==> config.mk <==
export PLATFORM = sky130hd
export DESIGN_NAME = laser_point_feeder
export DESIGN_NICKNAME = d
export VERILOG_FILES = /design/src/rtl/laser_pkg.sv /design/src/rtl/laser_pt_buf.sv /design/src/rtl/laser_point_feeder.sv
export SDC_FILE = /design/constraint.sdc
export NUM_CORES = 1
export LEC_CHECK = 0
export CAP_MARGIN = 0
export CORE_ASPECT_RATIO = 0.7
export CORE_MARGIN = 2
export CORE_UTILIZATION = 33
export CTS_CLUSTER_DIAMETER = 50
export CTS_CLUSTER_SIZE = 16
export DETAILED_ROUTE_END_ITERATION = 7
export PLACE_DENSITY = 0.52
export SLEW_MARGIN = 15
export SYNTH_ARGS = -nofsm -noshare
export SYNTH_HDL_FRONTEND = slang
export SYNTH_SLANG_ARGS = --single-unit
==> constraint.sdc <==
create_clock -name CLK -period 5.2 [get_ports CLK]
set_input_delay 1.04 -clock CLK [delete_from_list [all_inputs] [get_ports CLK]]
set_output_delay 1.04 -clock CLK [all_outputs]
set_load 0.03 [all_outputs]
==> src/rtl/laser_pkg.sv <==
// Shared types for the laser placement feeder/engine pair.
// Point packing matches the engine's internal {y, x} layout.
package laser_pkg;

  localparam int COORD_W     = 4;
  localparam int NUM_PTS_DEF = 40;

  typedef struct packed {
    logic [COORD_W-1:0] y;
    logic [COORD_W-1:0] x;
  } point_t;

  typedef enum logic [2:0] {
    FILL,
    GAP,
    SEND,
    WAIT_DONE,
    REPORT
  } feed_state_t;

endpackage

==> src/rtl/laser_pt_buf.sv <==
// Frame point store: one synchronous write port, one combinational read.
// Storage is deliberately unreset; every frame is rewritten before use.
module laser_pt_buf
  import laser_pkg::*;
#(
  parameter int NUM_PTS = NUM_PTS_DEF,
  parameter int AW      = $clog2(NUM_PTS)
) (
  input  logic                   CLK,
  input  logic                   we,
  input  logic [AW-1:0]          waddr,
  input  logic [2*COORD_W-1:0]   wdata,
  input  logic [AW-1:0]          raddr,
  output logic [2*COORD_W-1:0]   rdata
);

  logic [2*COORD_W-1:0] mem [NUM_PTS];

  always_ff @(posedge CLK) begin
    if (we) mem[waddr] <= wdata;
  end

  assign rdata = mem[raddr];

endmodule

==> src/rtl/laser_point_feeder.sv <==
// Buffers a frame of points, streams it to the placement engine,
// then reports the engine's circle centres and DONE latency.
module laser_point_feeder
  import laser_pkg::*;
#(
  parameter int NUM_PTS   = NUM_PTS_DEF,
  parameter int START_GAP = 2,
  parameter int CYC_W     = 12,
  parameter int TIMEOUT   = 4000
) (
  input  logic             CLK,
  input  logic             RST,
  input  logic             in_valid,
  output logic             in_ready,
  input  logic [3:0]       in_x,
  input  logic [3:0]       in_y,
  output logic [3:0]       X,
  output logic [3:0]       Y,
  output logic             valid,
  input  logic             DONE,
  input  logic [3:0]       C1X,
  input  logic [3:0]       C1Y,
  input  logic [3:0]       C2X,
  input  logic [3:0]       C2Y,
  output logic             res_valid,
  input  logic             res_ready,
  output logic [3:0]       res_c1x,
  output logic [3:0]       res_c1y,
  output logic [3:0]       res_c2x,
  output logic [3:0]       res_c2y,
  output logic [CYC_W-1:0] res_cycles,
  output logic             res_timeout,
  output logic             busy
);

  localparam int AW = $clog2(NUM_PTS);
  localparam int RW = AW + 1;
  localparam int GW = $clog2(START_GAP + 1);

  localparam logic [AW-1:0]    W_LAST = AW'(NUM_PTS - 1);
  localparam logic [RW-1:0]    R_END  = RW'(NUM_PTS);
  localparam logic [CYC_W-1:0] T_LAST = CYC_W'(TIMEOUT - 1);
  localparam logic [GW-1:0]    G_LOAD = GW'(START_GAP - 1);

  feed_state_t state, state_nxt;

  logic [AW-1:0]    wptr;
  logic [RW-1:0]    rptr;
  logic [GW-1:0]    gap_cnt;
  logic [CYC_W-1:0] cyc_cnt;
  logic             accept, fill_end, gap_end, send_end;
  logic             got_done, timed_out, res_take;
  point_t           wd, rd;

  assign wd = {in_y, in_x};

  laser_pt_buf #(
    .NUM_PTS (NUM_PTS),
    .AW      (AW)
  ) u_buf (
    .CLK   (CLK),
    .we    (accept),
    .waddr (wptr),
    .wdata (wd),
    .raddr (rptr[AW-1:0]),
    .rdata (rd)
  );

  always_comb begin
    state_nxt = state;
    accept    = 1'b0;
    fill_end  = 1'b0;
    gap_end   = 1'b0;
    send_end  = 1'b0;
    got_done  = 1'b0;
    timed_out = 1'b0;
    res_take  = 1'b0;
    unique case (state)
      FILL: begin
        accept   = in_valid && in_ready;
        fill_end = accept && (wptr == W_LAST);
        if (fill_end) state_nxt = GAP;
      end
      GAP: begin
        gap_end = (gap_cnt == '0);
        if (gap_end) state_nxt = SEND;
      end
      SEND: begin
        send_end = (rptr == R_END);
        if (send_end) state_nxt = WAIT_DONE;
      end
      WAIT_DONE: begin
        got_done  = DONE;
        timed_out = !DONE && (cyc_cnt == T_LAST);
        if (got_done || timed_out) state_nxt = REPORT;
      end
      REPORT: begin
        res_take = res_valid && res_ready;
        if (res_take) state_nxt = FILL;
      end
      default: state_nxt = FILL;
    endcase
  end

  always_ff @(posedge CLK or posedge RST) begin
    if (RST) state <= FILL;
    else     state <= state_nxt;
  end

  always_ff @(posedge CLK or posedge RST) begin
    if (RST) begin
      in_ready    <= 1'b0;
      busy        <= 1'b0;
      wptr        <= '0;
      rptr        <= '0;
      gap_cnt     <= '0;
      cyc_cnt     <= '0;
      X           <= '0;
      Y           <= '0;
      valid       <= 1'b0;
      res_valid   <= 1'b0;
      res_c1x     <= '0;
      res_c1y     <= '0;
      res_c2x     <= '0;
      res_c2y     <= '0;
      res_cycles  <= '0;
      res_timeout <= 1'b0;
    end else begin
      in_ready <= (state_nxt == FILL);
      busy     <= (state_nxt != FILL);
      if (accept) wptr <= wptr + 1'b1;
      if (fill_end) begin
        gap_cnt <= G_LOAD;
        rptr    <= '0;
      end
      if (state == GAP) begin
        if (gap_end) begin
          X     <= rd.x;
          Y     <= rd.y;
          valid <= 1'b1;
          rptr  <= RW'(1);
        end else begin
          gap_cnt <= gap_cnt - 1'b1;
        end
      end
      // Final point stays on X/Y after valid drops
      if (state == SEND) begin
        if (send_end) begin
          valid   <= 1'b0;
          cyc_cnt <= '0;
        end else begin
          X    <= rd.x;
          Y    <= rd.y;
          rptr <= rptr + 1'b1;
        end
      end
      if (state == WAIT_DONE) begin
        if (cyc_cnt != '1) cyc_cnt <= cyc_cnt + 1'b1;
        if (got_done) begin
          res_c1x     <= C1X;
          res_c1y     <= C1Y;
          res_c2x     <= C2X;
          res_c2y     <= C2Y;
          res_cycles  <= cyc_cnt;
          res_timeout <= 1'b0;
          res_valid   <= 1'b1;
        end else if (timed_out) begin
          res_c1x     <= '0;
          res_c1y     <= '0;
          res_c2x     <= '0;
          res_c2y     <= '0;
          res_cycles  <= T_LAST;
          res_timeout <= 1'b1;
          res_valid   <= 1'b1;
        end
      end
      if (res_take) begin
        res_valid <= 1'b0;
        wptr      <= '0;
      end
    end
  end

endmodule

==> PnR_summary.wiki, run 1 <==
{| class="wikitable"
! Metric !! Value
|-
| Register bit count reported by yosys || 391
|-
| Initial DRC count || 879
|-
| Via Count || 8498
|-
| Yosys Warn Count || 0
|-
| Worst max-slew margin expressed relative to the limit || 0.299
|-
| Diode insertion count for antenna repair || 0
|-
| Worst-path cell chain || buf_4, mux4_2, nor2b_1, a211oi_1, nor3_1, a221o_1
|-
| Count of flip-flops with a built-in enable after synthesis || 320
|-
| Critical Path Source || rptr[1]
|-
| RSZ-0062 raised after global routing || false
|-
| WP data arrival || 3.72 ns
|-
| Delay contributed by the slowest stage of the critical path || 0.94 ns
|-
| Fmax || 302 MHz
|-
| Pin count of the biggest net entering global routing || 50
|-
| CTS tree || yes
|-
| Overall routed net length || 39600 um
|-
| Final critical delay including setup and external delays || 3.31 ns
|-
| Max VDD drop || 0.000228 V
|-
| Worst Clk Skew || 0.0178 ns
|-
| Maximum buffer depth of the clock tree || 3
|-
| Startpoint-to-endpoint class of the critical path || flip-flop to flip-flop
|-
| First-pass iteration count of the detailed router || 5
|-
| Final Worst Setup Slack || 1.89 ns
|-
| Non-filler cells, final || 1594
|-
| Clock Sinks || 391
|-
| Reg-to-reg endpoint || Y[3]
|-
| Async S/R FF share, synth || 0.182
|-
| Postcts setup bufs || 0
|-
| Share of the yosys chip area belonging to registers || 0.725
|-
| Fin util || 0.387
|-
| Overall die width || 265 um
|-
| I/O pin total || 70
|-
| Layout cell share with drive strength beyond 1 || 0.138
|-
| Clock latency on the worst-skew pair || 0.54 ns
|-
| Die height || 186 um
|-
| Leakage Power || 6.29 nW
|-
| Hold buffers post-CTS || 0
|-
| Initial standard-cell utilization of the core || 0.336
|-
| Synthesized net count || 929
|-
| Reg-to-reg setup timing slack || 1.89 ns
|-
| Total count of hold-check failures in the final report || 0
|-
| Floorplan core area || 0.0467 mm2
|-
| Crit share post-route || 0.636
|-
| Gp weighted congestion || 0.794
|-
| First-pass GRT wire length || 58500 um
|-
| Number of pins exceeding their max-slew limit in the final report || 0
|-
| Maximum fanout encountered on the critical timing path || 49
|-
| Number of distinct standard cells referenced by the synthesized netlist || 62
|-
| Buffer cell driving the clock tree root || clkbuf_16
|-
| Number of maximum-capacitance violations || 0
|-
| Run status || complete, no violations
|-
| Final net count || 994
|-
| Total of endpoints with negative setup slack in the final report || 0
|-
| Required time at the endpoint of the critical path || 5.61 ns
|-
| Number of CTS-inserted buffers || 34
|-
| Deepest level of the CTS H-tree || 2
|-
| Buffer and inverter count on the worst path || 1
|-
| End point of the critical path || Y[3]
|-
| DRC Markers || 0
|-
| Largest delay contributor family on the critical path || flip-flops
|-
| Setup slack after placement || 1.61 ns
|-
| Final-layout setup total negative slack || 0 ns
|-
| Worst r2r path cells || 6
|-
| Standard-cell row count || 66
|-
| Total routing resource utilization after global routing || 0.160
|-
| Main synth FF type || edfxtp_1
|-
| Cell with the largest stage delay on the worst path || dfrtp_4
|-
| # port buffers || 69
|-
| Number of global-route vias before repair || 8387
|-
| Quantity of gates resized following cts || 0
|-
| Post-DRT Antenna Nets || 0
|-
| Initial antenna violation count || 0
|-
| Number of cells on the critical path || 6
|-
| Number of cells after detailed placement || 1536
|-
| Pin slew with the least headroom to its limit || 1.05 ns
|-
| Power density cells || 338 mW/mm2
|-
| HPWL Detailed || 25100 um
|-
| Via count normalized by instance count || 5.33
|-
| Synthesis-to-layout area growth || 15.4%
|-
| Total congestion overflow || 0
|-
| CP endpoint kind || flip-flop
|-
| Commonest cells after routing, fill and taps aside || 320 x edfxtp_1, 69 x clkdlybuf4s50_1, 68 x dfrtp_1, 66 x nor2_1, 63 x mux2i_1
|-
| Worst R2R Start || rptr[1]
|-
| Type of the most critical hold path || flip-flop to flip-flop
|-
| Startpoint type of the worst setup path || flip-flop
|-
| Wire per inst || 24.8 um
|-
| Die area || 0.0493 mm2
|-
| Cell area after synthesis || 0.0157 mm2
|-
| Most common cell after layout, fill and taps aside || edfxtp_1
|-
| Post-Synthesis Cells || 895
|-
| Clock-pin transition on the worst setup and hold timing paths || 0.07 ns
|-
| Avg Inst Size Synth || 17.5 um2
|}
==> power breakdown <==
group	internal [W]	leakage, nW	switching (W)
logic	0.0000344	1.96	0.0000795
clock network	0.00146	0.543	0.00116
registers	0.00339	3.78	0.00000247
total	0.00489	6.29	0.00124
==> worst reg2reg max path, stage by stage, from the launching register on <==
cell	delay (ns)
dfrtp_4	0.94
buf_4	0.75
mux4_2	0.54
nor2b_1	0.17
a211oi_1	0.39
nor3_1	0.08
a221o_1	0.32
==> routing by layer <==
| metal | global-route usage | wire, um |
|---|---|---|
| met1 | 0.274 | 20800 |
| met2 | 0.207 | 15900 |
| met3 | 0.0280 | 2450 |
| met4 | 0.0272 | 484 |
| met5 | 0 | 0 |
==> worst min path at each step <==
stage / from / endpoint / slack, ns / depth (start not counted)
after floorplan: gap_cnt[0] / gap_cnt[0] / 0.44 / 1
after global placement: gap_cnt[0] / gap_cnt[0] / 0.46 / 1
after detailed placement: gap_cnt[0] / gap_cnt[0] / 0.47 / 1
after CTS: gap_cnt[0] / gap_cnt[0] / 0.48 / 1
after global routing: gap_cnt[0] / gap_cnt[0] / 0.50 / 1
final: gap_cnt[0] / gap_cnt[0] / 0.47 / 1
==> cells in the mapped netlist, types with 3 or more instances <==
cell type / n / area, um2
a22oi_1: 17 / 128
clkbuf_1: 20 / 75.1
nor3_1: 10 / 50.1
mux2i_1: 63 / 631
and3_1: 3 / 18.8
a211oi_1: 7 / 52.6
inv_1: 10 / 37.5
nor2_1: 66 / 248
a31oi_1: 3 / 18.8
a221o_1: 8 / 80.1
and2_1: 5 / 31.3
o22a_1: 10 / 87.6
o21ai_0: 16 / 80.1
dfrtp_1: 71 / 1780
o311ai_0: 8 / 70.1
buf_2: 18 / 90.1
xor2_1: 6 / 52.6
a22o_1: 21 / 184
nand2_1: 26 / 97.6
mux4_2: 58 / 1310
nand3b_1: 3 / 22.5
nor3b_1: 8 / 60.1
a21oi_1: 12 / 60.1
and4_1: 3 / 26.3
nand3_1: 12 / 60.1
buf_1: 3 / 11.3
nand2b_1: 4 / 25.0
ha_1: 5 / 62.6
a221oi_1: 8 / 70.1
nand4_1: 8 / 50.1
edfxtp_1: 320 / 9610
buf_4: 11 / 82.6
xnor2_1: 3 / 26.3
nor2b_1: 12 / 75.1
==> per-stage QoR <==
step	total power, W	hold WS, ns	area, um2
finish	0.00613	0.472	18100
global route	0.00632	0.502	18100
CTS	0.00618	0.477	18100
detailed placement	0.00358	0.467	17000
global placement	0.00358	0.461	17000
floorplan	0.00349	0.445	15700
==> cell type report <==
| cell class | count | area [um2] |
|---|---|---|
| clock inverter | 14 | 171 |
| sequential | 391 | 11400 |
| clock buffer | 44 | 952 |
| tap | 612 | 766 |
| multi-input combinational | 439 | 3990 |
| fill | 4257 | 28600 |
| inverter | 11 | 41.3 |
| timing repair buffer | 83 | 796 |
==> logic make-up (layout without fill, tap and decap cells) <==
group | after synthesis | count (layout) | synth area share
buf+inv | 65 | 152 | 0.0206
compound gates | 130 | 130 | 0.0654
fa+ha+maj | 5 | 5 | 0.00399
mux | 121 | 121 | 0.123
xor+xnor | 9 | 9 | 0.00502
flops | 391 | 391 | 0.725
simple gates | 174 | 174 | 0.0562
==> sequential cells by signal (all words and copies together) (netlist names), 2 cells and up <==
register,count
u_buf.mem,320
cyc_cnt,12
res_cycles,12
rptr,7
wptr,6
X,4
Y,4
res_c1x,4
res_c1y,4
res_c2x,4
res_c2y,4
state,3
gap_cnt,2
(Power assumes the default switching activity.)
==> run 2, diff against run 1 <==
Settings changed: PLACE_DENSITY 0.52 to 0.53.
Clock period 5.2 ns to 3 ns, I/O delays scaled along.
==> run 2 against run 1 <==
Effect of this change: clock skew up 0.011 ns; power up 64%; cell count up 3.7%; setup slack worse by 1.6 ns; non-clock buffer count up 61; largest cell class unchanged.
==> PnR_summary.wiki, run 2 (synthesis results as in run 1) <==
{| class="wikitable"
! Metric !! Value
|-
| Run status || complete, no violations
|-
| Area taken by flip-flops and latches || 0.0114 mm2
|-
| Clock-pin transition on the worst setup and hold timing paths || 0.08 ns
|-
| Layout cell share with drive strength beyond 1 || 0.183
|-
| Combinational group share of total power || 0.019
|-
| Regs by FF count || u_buf.mem: 320 flops, cyc_cnt: 12 flops, res_cycles: 12 flops
|-
| Quantity of gates resized following cts || 0
|-
| Initial DRC count || 839
|-
| Buffer and inverter count on the worst path || 1
|-
| First-pass iteration count of the detailed router || 4
|-
| Total congestion overflow || 0
|-
| Die height || 186 um
|-
| Filler Cells Inserted || 4277
|-
| Max VDD drop || 0.000386 V
|-
| Commonest cells after routing, fill and taps aside || 320 x edfxtp_1, 71 x buf_4, 69 x clkdlybuf4s50_1, 68 x dfrtp_1, 66 x nor2_1
|-
| Type of the most critical hold path || input pin to async pin
|-
| Switching power of the nets || 0.00201 W
|-
| Pin slew with the least headroom to its limit || 1.01 ns
|-
| First-pass GRT wire length || 56600 um
|-
| Worst Clk Skew || 0.0288 ns
|-
| Internal Pwr Total || 0.00805 W
|-
| Number of global-route vias before repair || 8491
|-
| CP endpoint kind || flip-flop
|-
| Pin count of the biggest net entering global routing || 53
|-
| Final Worst Setup Slack || 0.310 ns
|-
| Most common cell after layout, fill and taps aside || edfxtp_1
|-
| Total of endpoints with negative setup slack in the final report || 0
|-
| Startpoint type of the worst setup path || flip-flop
|-
| Cell with the largest stage delay on the worst path || nor4b_1
|-
| Overall die width || 265 um
|-
| Buffer cell driving the clock tree root || clkbuf_16
|-
| CTS tree || yes
|-
| HPWL Detailed || 24000 um
|-
| Number of maximum-capacitance violations || 0
|-
| Crit share post-route || 0.897
|-
| Floorplan core area || 0.0467 mm2
|-
| Register with the most flip-flops || u_buf.mem
|-
| Part of the total power dissipated in sequential elements || 0.584
|-
| Met2 wirelength from detailed routing || 15800 um
|-
| Setup slack after placement || 0.293 ns
|-
| Switching part of the total || 0.200
|-
| Clock Sinks || 391
|-
| WP data arrival || 2.97 ns
|-
| Clock latency on the worst-skew pair || 0.59 ns
|-
| # port buffers || 69
|-
| DRC Markers || 0
|-
| Postcts setup bufs || 0
|-
| Fmax || 372 MHz
|-
| Diode insertion count for antenna repair || 0
|-
| Hold slack final || 0.372 ns
|-
| Worst max-slew margin expressed relative to the limit || 0.322
|-
| Standard-cell row count || 66
|-
| Multi-input gate area in the final layout || 0.00399 mm2
|-
| Final net count || 1051
|-
| Highest metal layer with signal wires || met4
|-
| RSZ-0062 raised after global routing || false
|-
| Synthesis-to-layout area growth || 17.5%
|-
| I/O pin total || 70
|-
| Maximum fanout encountered on the critical timing path || 7
|-
| Startpoint-to-endpoint class of the critical path || flip-flop to flip-flop
|-
| Final-layout setup total negative slack || 0 ns
|-
| Number of CTS-inserted buffers || 30
|-
| Routed length on met3 || 2060 um
|-
| Max FFs per register || 320
|-
| Largest delay contributor family on the critical path || simple AND/OR/NAND/NOR gates
|-
| Delay contributed by the slowest stage of the critical path || 0.52 ns
|-
| Wire per inst || 22.7 um
|-
| Die area || 0.0493 mm2
|-
| Leakage Power || 6.54 nW
|-
| Via Count || 8633
|-
| Post-place instance area || 0.0175 mm2
|-
| Gp weighted congestion || 0.802
|-
| Power density cells || 545 mW/mm2
|-
| Total routing resource utilization after global routing || 0.152
|-
| Hold buffers post-CTS || 0
|-
| Maximum buffer depth of the clock tree || 3
|-
| Deepest level of the CTS H-tree || 1
|-
| Metal1 wirelength || 19000 um
|-
| Number of pins exceeding their max-slew limit in the final report || 0
|-
| Worst R2R Start || state[1]
|-
| Initial antenna violation count || 0
|-
| Overall power || 0.0101 W
|-
| Post-Layout Inst Area || 0.0184 mm2
|-
| Via count normalized by instance count || 5.22
|-
| Post-DRT Antenna Nets || 0
|-
| Final critical delay including setup and external delays || 2.69 ns
|-
| Clk network pwr share || 0.397
|-
| Overall routed net length || 37500 um
|-
| Required time at the endpoint of the critical path || 3.28 ns
|-
| Total count of hold-check failures in the final report || 0
|-
| Critical Path Source || state[1]
|-
| Initial standard-cell utilization of the core || 0.336
|-
| Worst-path cell chain || nor4b_1, and2_1, nor2b_1, nand2_1, nor2_1, buf_4
|}
run 2: changes by cell type in the layout (fill, tap and decap cells not counted), sizes merged:
cell	change
inv	-3
bufinv	-2
clkbuf	+5
clkinv	-2
buf	+61
run 2: worst register-to-register path: stages, from the launching register on:
cell and delay, ns:
dfrtp_1 0.38, nor4b_1 0.52, and2_1 0.29, nor2b_1 0.31, nand2_1 0.40, nor2_1 0.26, buf_4 0.21
run 2: path summary, 6_finish.rpt:
| path | endpoint | slack (ns) | depth (start not counted) |
|---|---|---|---|
| max | u_buf.mem[32][3] | 0.31 | 6 |
| min | rptr[1] | 0.37 | 2 |
| max reg2reg | u_buf.mem[32][3] | 0.31 | 6 |
| min reg2reg | gap_cnt[0] | 0.48 | 1 |
| max in group asynchronous | res_cycles[0] | 2.01 | 3 |
| min in group CLK | gap_cnt[0] | 0.48 | 1 |
run 2: per-stage QoR:
step                      instances   util
after floorplan                 895      -
after global placement         1597  0.374
after detailed placement       1597  0.374
final                          1653  0.395
after CTS                      1653  0.395
after global routing           1653  0.395
run 2: cell type report:
class	instances	area share
clock buffer	49	0.0478
tap	612	0.0415
multi-input combinational	439	0.216
inverter	11	0.00231
sequential	391	0.618
timing repair buffer	144	0.0707
clock inverter	7	0.00387
run 2: power groups by stage:
| stage | Clock, W | Sequential [W] | Combinational, W |
|---|---|---|---|
| 2_1_floorplan | 0 | 0.00602 | 0.0000229 |
| 3_3_place_gp | 0 | 0.00600 | 0.000194 |
| 3_5_place_dp | 0 | 0.00600 | 0.000197 |
| 4_1_cts | 0.00408 | 0.00588 | 0.000196 |
| 5_1_grt | 0.00430 | 0.00588 | 0.000208 |
| 6_report | 0.00399 | 0.00588 | 0.000191 |
run 2: per-layer routing:
layer	vias up	track usage
li1	3821	-
met1	4556	0.247
met2	211	0.211
met3	45	0.0298
met4	0	0.0263
met5	-	0
==> run 3, diff against run 2 <==
Settings changed: CELL_PAD_IN_SITES_DETAIL_PLACEMENT from default to 1, CELL_PAD_IN_SITES_GLOBAL_PLACEMENT from default to 1, PLACE_DENSITY 0.53 to 0.59, TNS_END_PERCENT from default to 20.
==> run 3 against run 2 <==
Effect of this change: clock power rose by 17%; sequential power barely moved; combinational power rose by 3%; fmax rose by 1.3%; wire length rose by 6.1%; clock-buffer cell count fell by 8.
==> PnR_summary.wiki, run 3 (synthesis results as in run 1) <==
{| class="wikitable"
! Metric !! Value
|-
| Run status || complete, no violations
|-
| # port buffers || 69
|-
| Maximum buffer depth of the clock tree || 3
|-
| Deepest level of the CTS H-tree || 2
|-
| Via Count || 8666
|-
| Number of cells after detailed placement || 1598
|-
| Buffer cell driving the clock tree root || clkbuf_16
|-
| Overall routed net length || 39800 um
|-
| CTS tree || yes
|-
| Fmax || 377 MHz
|-
| Initial antenna violation count || 0
|-
| Clock latency on the worst-skew pair || 0.53 ns
|-
| Total of endpoints with negative setup slack in the final report || 0
|-
| Number of global-route vias before repair || 8857
|-
| WP data arrival || 2.89 ns
|-
| Number of pins exceeding their max-slew limit in the final report || 0
|-
| DRC Markers || 0
|-
| Final critical delay including setup and external delays || 2.66 ns
|-
| Maximum fanout encountered on the critical timing path || 6
|-
| Clock-pin transition on the worst setup and hold timing paths || 0.07 ns
|-
| Startpoint-to-endpoint class of the critical path || flip-flop to flip-flop
|-
| Type of the most critical hold path || input pin to async pin
|-
| Quantity of gates resized following cts || 0
|-
| I/O pin total || 70
|-
| Via count normalized by instance count || 5.22
|-
| Reg-to-reg endpoint || u_buf.mem[28][1]
|-
| Reg-to-reg setup timing slack || 0.34 ns
|-
| Delay contributed by the slowest stage of the critical path || 0.60 ns
|-
| CP endpoint kind || flip-flop
|-
| Total congestion overflow || 0
|-
| Startpoint type of the worst setup path || flip-flop
|-
| Floorplan core area || 0.0467 mm2
|-
| Die height || 186 um
|-
| Worst max-slew margin expressed relative to the limit || 0.443
|-
| Worst r2r path cells || 6
|-
| Crit share post-route || 0.885
|-
| Total count of hold-check failures in the final report || 0
|-
| Layout cell share with drive strength beyond 1 || 0.194
|-
| Pin slew with the least headroom to its limit || 0.833 ns
|-
| First-pass GRT wire length || 60100 um
|-
| Max VDD drop || 0.000550 V
|-
| Max FFs per register || 320
|-
| Final Worst Setup Slack || 0.344 ns
|-
| Number of CTS-inserted buffers || 36
|-
| Overall power || 0.0107 W
|-
| Number of maximum-capacitance violations || 0
|-
| Filler Cells Inserted || 4613
|-
| Power density cells || 575 mW/mm2
|-
| Wire per inst || 24.0 um
|-
| Worst-path cell chain || nor4b_1, and2_1, nor2b_1, nand2_1, nor2_1, buf_4
|-
| Post-DRT Antenna Nets || 0
|-
| Worst Clk Skew || 0.0121 ns
|-
| HPWL Detailed || 25900 um
|-
| Total routing resource utilization after global routing || 0.162
|-
| Worst R2R Start || state[1]
|-
| Postcts setup bufs || 0
|-
| Cell with the largest stage delay on the worst path || nor4b_1
|-
| Non-filler cells, final || 1660
|-
| Most common cell after layout, fill and taps aside || edfxtp_1
|-
| Setup slack after placement || 0.250 ns
|-
| Overall die width || 265 um
|-
| Leakage Power || 6.65 nW
|-
| Final net count || 1058
|-
| Initial standard-cell utilization of the core || 0.336
|-
| Final-layout setup total negative slack || 0 ns
|-
| First-pass iteration count of the detailed router || 5
|-
| Standard-cell row count || 66
|-
| Required time at the endpoint of the critical path || 3.24 ns
|-
| Synthesis-to-layout area growth || 19.0%
|-
| Initial DRC count || 813
|-
| Commonest cells after routing, fill and taps aside || 320 x edfxtp_1, 72 x buf_4, 69 x clkdlybuf4s50_1, 68 x dfrtp_1, 66 x nor2_1
|-
| Pin count of the biggest net entering global routing || 49
|-
| Regs by FF count || u_buf.mem: 320 flops, cyc_cnt: 12 flops, res_cycles: 12 flops
|-
| RSZ-0062 raised after global routing || false
|-
| Gp weighted congestion || 0.774
|-
| Die area || 0.0493 mm2
|-
| Clock Sinks || 391
|-
| Hold buffers post-CTS || 0
|-
| Register with the most flip-flops || u_buf.mem
|}
-- run 3: worst max-delay path, delay by kind of cell (launching register included) --
kind	cells	cell delay (ns)
and+or+nand+nor	5	1.77
DFF	1	0.39
buffers and inverters	1	0.21
-- run 3: how the worst max path moves through the flow --
stage | startpoint | endpoint
2_1_floorplan | rptr[0] | rptr[3]
3_3_place_gp | in_valid | u_buf.mem[10][7]
3_5_place_dp | in_valid | u_buf.mem[28][1]
4_1_cts | state[1] | u_buf.mem[28][0]
5_1_grt | state[1] | u_buf.mem[28][0]
6_report | state[1] | u_buf.mem[28][1]
-- run 3: metrics by stage --
step,hold slack (ns),cell area [um2],utilization
floorplan,0.445,15700,-
detailed placement,0.471,17500,0.374
global route,0.491,18700,0.399
global placement,0.464,17500,0.374
CTS,0.473,18700,0.399
finish,0.470,18700,0.399
-- run 3: cell type report --
class	instances	area (um2)	area share
multi-input combinational	439	3990	0.213
inverter	11	42.5	0.00228
antenna	1	2.50	0.000134
sequential	391	11400	0.610
timing repair buffer	145	1310	0.0702
clock buffer	41	951	0.0509
tap	612	766	0.0410
clock inverter	20	218	0.0117
-- run 3: where the power goes --
part           switching [W]  total (W)  leakage, nW  internal (W)
clock                0.00208    0.00465        0.563       0.00257
sequential        0.00000447    0.00588         3.78       0.00588
combinational       0.000134   0.000197         2.30     0.0000623
total                0.00221     0.0107         6.65       0.00851
-- run 3: metal layers --
metal  track usage  share of wire  up-vias  wire length, um
met2         0.227           0.42      164            16700
met4        0.0300          0.016        0              621
met5             0              0        -                0
li1              -              -     3837                -
met3        0.0256          0.043       52             1730
met1         0.265           0.52     4613            20800
